## src/rtl/sync_fifo_param.sv

```systemverilog
// Single-clock parameterised FIFO with registered read data and sticky overflow/underflow flags.
// Define SYNC_FIFO_FWFT_EN for first-word-fall-through reads; the default build uses 1-cycle read latency.
module sync_fifo_param #(
  parameter int DATA_W     = 8,
  parameter int ADDR_W     = 7,
  parameter int AFULL_LVL  = (2**ADDR_W) - 4,
  parameter int AEMPTY_LVL = 4
) (
  input  logic              clk,
  input  logic              rst_,
  input  logic              clr,
  input  logic              wrtEn,
  input  logic [DATA_W-1:0] wrtData,
  input  logic              rdEn,
  output logic [DATA_W-1:0] rdData,
  output logic              full,
  output logic              empty,
  output logic              almost_full,
  output logic              almost_empty,
  output logic [ADDR_W:0]   count,
  output logic              overflow,
  output logic              underflow
);
  localparam int DEPTH = 2**ADDR_W;
  localparam logic [ADDR_W:0] DEPTH_C  = (ADDR_W+1)'(DEPTH);
  localparam logic [ADDR_W:0] AFULL_C  = (ADDR_W+1)'(AFULL_LVL);
  localparam logic [ADDR_W:0] AEMPTY_C = (ADDR_W+1)'(AEMPTY_LVL);
  localparam logic [ADDR_W:0] PTR_ONE  = (ADDR_W+1)'(1);

  logic [DATA_W-1:0] mem [DEPTH];
  logic [ADDR_W:0]   wr_ptr;
  logic [ADDR_W:0]   rd_ptr;
  logic [ADDR_W:0]   mem_cnt;
  logic              wr_acc;
  logic              rd_acc;

  assign mem_cnt      = wr_ptr - rd_ptr;
  assign full         = (count == DEPTH_C);
  assign almost_full  = (count >= AFULL_C);
  assign almost_empty = (count <= AEMPTY_C);
  assign wr_acc       = wrtEn && !full;

  always_ff @(posedge clk) begin
    if (wr_acc && !clr) begin
      mem[wr_ptr[ADDR_W-1:0]] <= wrtData;
    end
  end

  always_ff @(posedge clk or negedge rst_) begin
    if (!rst_) begin
      overflow  <= 1'b0;
      underflow <= 1'b0;
    end else if (clr) begin
      overflow  <= 1'b0;
      underflow <= 1'b0;
    end else begin
      overflow  <= overflow  | (wrtEn & full);
      underflow <= underflow | (rdEn & empty);
    end
  end

`ifdef SYNC_FIFO_FWFT_EN
  // rdData acts as an output stage holding the head word; count includes it.
  logic out_valid;
  logic load;
  logic mem_empty;

  assign count     = mem_cnt + {{ADDR_W{1'b0}}, out_valid};
  assign empty     = !out_valid;
  assign rd_acc    = rdEn && out_valid;
  assign mem_empty = (mem_cnt == '0);
  assign load      = !out_valid || rd_acc;

  always_ff @(posedge clk or negedge rst_) begin
    if (!rst_) begin
      wr_ptr    <= '0;
      rd_ptr    <= '0;
      out_valid <= 1'b0;
      rdData    <= '0;
    end else if (clr) begin
      wr_ptr    <= '0;
      rd_ptr    <= '0;
      out_valid <= 1'b0;
      rdData    <= '0;
    end else begin
      if (wr_acc) begin
        wr_ptr <= wr_ptr + PTR_ONE;
      end
      if (load) begin
        if (!mem_empty) begin
          rdData    <= mem[rd_ptr[ADDR_W-1:0]];
          rd_ptr    <= rd_ptr + PTR_ONE;
          out_valid <= 1'b1;
        end else if (wr_acc) begin
          // Bypass: the word lands in the array and is consumed from it in the same edge.
          rdData    <= wrtData;
          rd_ptr    <= rd_ptr + PTR_ONE;
          out_valid <= 1'b1;
        end else begin
          out_valid <= 1'b0;
        end
      end
    end
  end
`else
  assign count  = mem_cnt;
  assign empty  = (mem_cnt == '0);
  assign rd_acc = rdEn && !empty;

  always_ff @(posedge clk or negedge rst_) begin
    if (!rst_) begin
      wr_ptr <= '0;
      rd_ptr <= '0;
      rdData <= '0;
    end else if (clr) begin
      wr_ptr <= '0;
      rd_ptr <= '0;
      rdData <= '0;
    end else begin
      if (wr_acc) begin
        wr_ptr <= wr_ptr + PTR_ONE;
      end
      if (rd_acc) begin
        rdData <= mem[rd_ptr[ADDR_W-1:0]];
        rd_ptr <= rd_ptr + PTR_ONE;
      end
    end
  end
`endif

endmodule

```

## config.mk

```make
export PLATFORM = sky130hd
export DESIGN_NAME = sync_fifo_param
export DESIGN_NICKNAME = d
export VERILOG_FILES = /design/src/rtl/sync_fifo_param.sv
export SDC_FILE = /design/constraint.sdc
export NUM_CORES = 1
export LEC_CHECK = 0
export CAP_MARGIN = 40
export CORE_UTILIZATION = 45
export DETAILED_ROUTE_END_ITERATION = 10
export SYNTH_ARGS = -nofsm -noshare
export SYNTH_HDL_FRONTEND = slang
export SYNTH_SLANG_ARGS = --single-unit
```

## constraint.sdc

```tcl
create_clock -name clk -period 5 [get_ports clk]
set_input_delay 1.25 -clock clk [delete_from_list [all_inputs] [get_ports clk]]
set_output_delay 1.25 -clock clk [all_outputs]
set_load 0.01 [all_outputs]
```

==> results_dict.tcl, run 1 <==
set metrics [dict create \
    critPathLaunchType "flop" \
    gpl.final_weighted_congestion 0.916 \
    rows 110 \
    slew_violations 0 \
    grt_start_max_net_pins 109 \
    crit_path_end_kind "output port" \
    drt_pre_antenna_iters 5 \
    wl_mm 106 \
    worst_hold_path_type "reg -> reg" \
    route.vias.total 21283 \
    crit_fanout 5 \
    die_height_um 305 \
    synth_edf_count 1024 \
    tritoncts.num_buffers 107 \
    grt_overflow_total 0 \
    worst_path_most_repeated_cell "sky130_fd_sc_hd__inv_1" \
    ctsLongestPathBuffers 3 \
    drt-vias-per-instance 6.12 \
    critical_path.cell_chain "inv_1, ha_1, inv_1, fa_1, a211o_1, a2111o_1, nand3_2, nand3_1, o21ai_2, clkdlybuf4s50_1" \
    dieWidth_um 305 \
    timing_worst_setup_path_type "reg -> out" \
    post_synth_main_area_contributors "sky130_fd_sc_hd__edfxtp_1, sky130_fd_sc_hd__mux4_2, sky130_fd_sc_hd__mux2i_1" \
    synthCells 2102 \
    wl_per_cell_um 30.4 \
    hold_slack_ns 0.560 \
    dieArea_mm2 0.0932 \
    warning_count_from_the_yosys_run 0 \
    final-setup-viol-count 0 \
    cp.buffers_inverters 3 \
    worst_hold_startpoint "underflow" \
    crit_family "compound AO/OA/AOI/OAI gates" \
    finalClockSkew_ns 0.0184 \
    design.portCount 35 \
    whs_path_depth 2 \
    drive_gt1_share_pct 20.9 \
    syn-cell-area_mm2 0.0414 \
    yosysTopAreaCell "sky130_fd_sc_hd__edfxtp_1" \
    synth_commonest_cells "sky130_fd_sc_hd__edfxtp_1, sky130_fd_sc_hd__mux4_2, sky130_fd_sc_hd__nor2_1" \
    power.static_leakage_nw 14.6 \
    worst_setup_hold_path_clk_slew_ns 0.06 \
    core-area_mm2 0.0906 \
    internal_power_mw 15.2 \
    start_util_pct 45.7 \
    power.share.clock_pct 38.3 \
    setup_tns_ns 0 \
    timing.fmax_ghz 0.203 \
    seq_power_share_pct 48.7 \
    synth-async-reset-ratio_pct 2.48 \
    timing_worst_slew_pin_value_ns 0.911 \
    postSynthNetCount 2125 \
    netlist.area_leader.share_pct 74.3 \
    status "complete, no violations" \
    crit_reg_reg_startpoint "rd_ptr[0]" \
    numPortBuffers 34 \
    net-switching-power_mw 4.76 \
    syn2layout_area_growth_pct 13.3 \
    number_of_maximum_capacitance_constraint_violations 0 \
    clkSinkCount 1050 \
    setup_repair_after_global_routing_missed_its_margin "false" \
    worstReg2RegEnd "rdData[6]" \
    final_min_period_over_clock_period_pct 98.6 \
    detailed_place_hpwl_mm 66.5 \
    drt_drc_violations_left 0 \
    tritoncts "yes" \
    finalCriticalPeriod_ns 4.93 \
    grt_antenna_before_repair 1 \
    post_synth_num_cell_types 70 \
    cp_slowest_stage_delay_ns 0.58 \
    rr_worst_depth 8 \
    antenna_violating_nets_left 0 \
    synth_most_common_cell "sky130_fd_sc_hd__edfxtp_1" \
    fill_cells 7131 \
    holdBufCountCts 0 \
    netSwitchingFraction_pct 23.8 \
    timing.critical_path.arrival_ns 3.68 \
    yosys_register_bits 1050 \
    slew_headroom_pct 39.3 \
    cts.htree.levels 3 \
    root_buffer "sky130_fd_sc_hd__clkbuf_16" \
    worstHoldEndpoint "underflow" \
    critical_path_required_ns 3.75 \
    grt_first_pass_wirelength_mm 153 \
    cellPowerDensity_mw_per_mm2 426 \
    initialDrtViolationCount 2222 \
    syn-mean-instance-area_um2 19.7 \
    hold_viol 0 \
    grt_util_all_layers_pct 22.9 \
    final_net_count 2239 \
    grt_pass1_vias 21526 \
    combinational_share_of_power_pct 13.0 \
    reg2reg_setup_slack_ns 0.69 \
    peakVddDrop_v 0.000288 \
    worst_skew_pair.late_latency_ns 0.68 \
    ys_seq_area_share_pct 75.9 \
    most_frequently_used_flop_master_after_synthesis "sky130_fd_sc_hd__edfxtp_1" \
    worst_path_max_delay_cell "sky130_fd_sc_hd__clkdlybuf4s50_1" \
]
cell usage in the layout (no fill, tap or decap), drive strengths merged, types with 5 or more instances in the layout:
cell type,n
nor3,10
inv,17
clkinv,48
clkbuf,138
buf,95
nor2b,17
nor2,151
nand3,28
a211oi,30
ha,9
o21ai,39
a22oi,29
dfrtp,26
edfxtp,1024
o221ai,19
mux4,201
nand2,46
or3,5
mux2i,146
and2,6
a21oi,49
nand3b,6
o22ai,26
nand4,7
o31ai,11
mux2,5
clkdlybuf4s50,24
a221oi,17
bufinv,6
area by class of cell:
class | count | area, um^2 | area share [%]
diodes | 1 | 2.50 | 0.00534
inverters | 17 | 67.6 | 0.144
clock inverters | 56 | 453 | 0.966
well taps | 1176 | 1470 | 3.14
multi-input cells | 919 | 9440 | 20.1
clock buffers | 138 | 2900 | 6.18
flip-flops and latches | 1050 | 31400 | 67.0
repair buffers | 121 | 1150 | 2.45
logic make-up after synthesis:
family,after synthesis,synth area share [%]
compound gates,257,4.32
xor+xnor,6,0.127
fa+ha+maj,10,0.320
buf+inv,133,1.49
flops,1050,75.9
mux,352,14.6
simple gates,294,3.27
sequential cells by signal, summed over array words and instances, names as in the netlist:
signal     cells
rd_ptr         8
mem         1024
wr_ptr         8
rdData         8
overflow       1
underflow      1
worst register-to-register path, stage by stage, from the launching register on:
cell	delay [ns]
sky130_fd_sc_hd__dfrtp_4	0.45
sky130_fd_sc_hd__buf_4	0.61
sky130_fd_sc_hd__buf_4	0.79
sky130_fd_sc_hd__mux4_2	0.62
sky130_fd_sc_hd__mux2_2	0.28
sky130_fd_sc_hd__a221oi_1	0.42
sky130_fd_sc_hd__a211oi_1	0.17
sky130_fd_sc_hd__a2111oi_0	0.67
sky130_fd_sc_hd__o31ai_1	0.17
power by group through the flow:
stage                     sequential [mW]  combinational (mW)  clock, mW
after floorplan                      9.89                1.68          0
after global placement               9.92                2.52          0
after detailed placement             9.92                2.57          0
after CTS                            9.73                2.61       7.76
after global routing                 9.73                2.74       8.08
final                                9.73                2.59       7.65
layer usage:
| metal | wire length, um | up-vias | part of all wire [%] | GRT usage, % |
|---|---|---|---|---|
| li1 | - | 8940 | - | - |
| met1 | 44100 | 11306 | 42 | 32.1 |
| met2 | 50700 | 871 | 48 | 36.3 |
| met3 | 7850 | 166 | 7.4 | 4.48 |
| met4 | 3110 | 0 | 2.9 | 6.94 |
| met5 | 0 | - | 0 | 0 |
worst max-delay path by stage:
stage	start	endpoint	slack (ns)	cells after the start
after floorplan	rd_ptr[1]	full	0.17	13
after global placement	wr_ptr[0]	empty	0.38	10
after detailed placement	wr_ptr[0]	empty	0.33	10
after CTS	wr_ptr[0]	almost_full	0.005	10
after global routing	wr_ptr[0]	almost_empty	0.008	10
final	wr_ptr[0]	almost_full	0.07	10
stage by stage:
stage | std cells | setup WS [ns] | total power [mW] | util (%) | cell area, um^2
floorplan | 2102 | 0.172 | 11.6 | - | 41400
global placement | 3263 | 0.379 | 12.4 | 47.7 | 43200
global route | 3477 | 0.00791 | 20.5 | 51.8 | 46900
CTS | 3473 | 0.00540 | 20.1 | 51.7 | 46900
finish | 3478 | 0.0710 | 20.0 | 51.8 | 46900
detailed placement | 3279 | 0.334 | 12.5 | 48.0 | 43500
repair_timing:
item,4_1_cts,5_1_grt
buffers inserted,0,4
pin swaps,2,2
gates cloned,0,0
setup endpoints to repair,4,2
resized for setup,15,1
(Power assumes the default switching activity.)
==> inputs of run 2 (changes only) <==
- GPL_ROUTABILITY_DRIVEN: unset -> 0
- GPL_TIMING_DRIVEN: unset -> 1
==> results of run 2 <==
No change in the layout: final DEF, timing and power equal those of run 1.
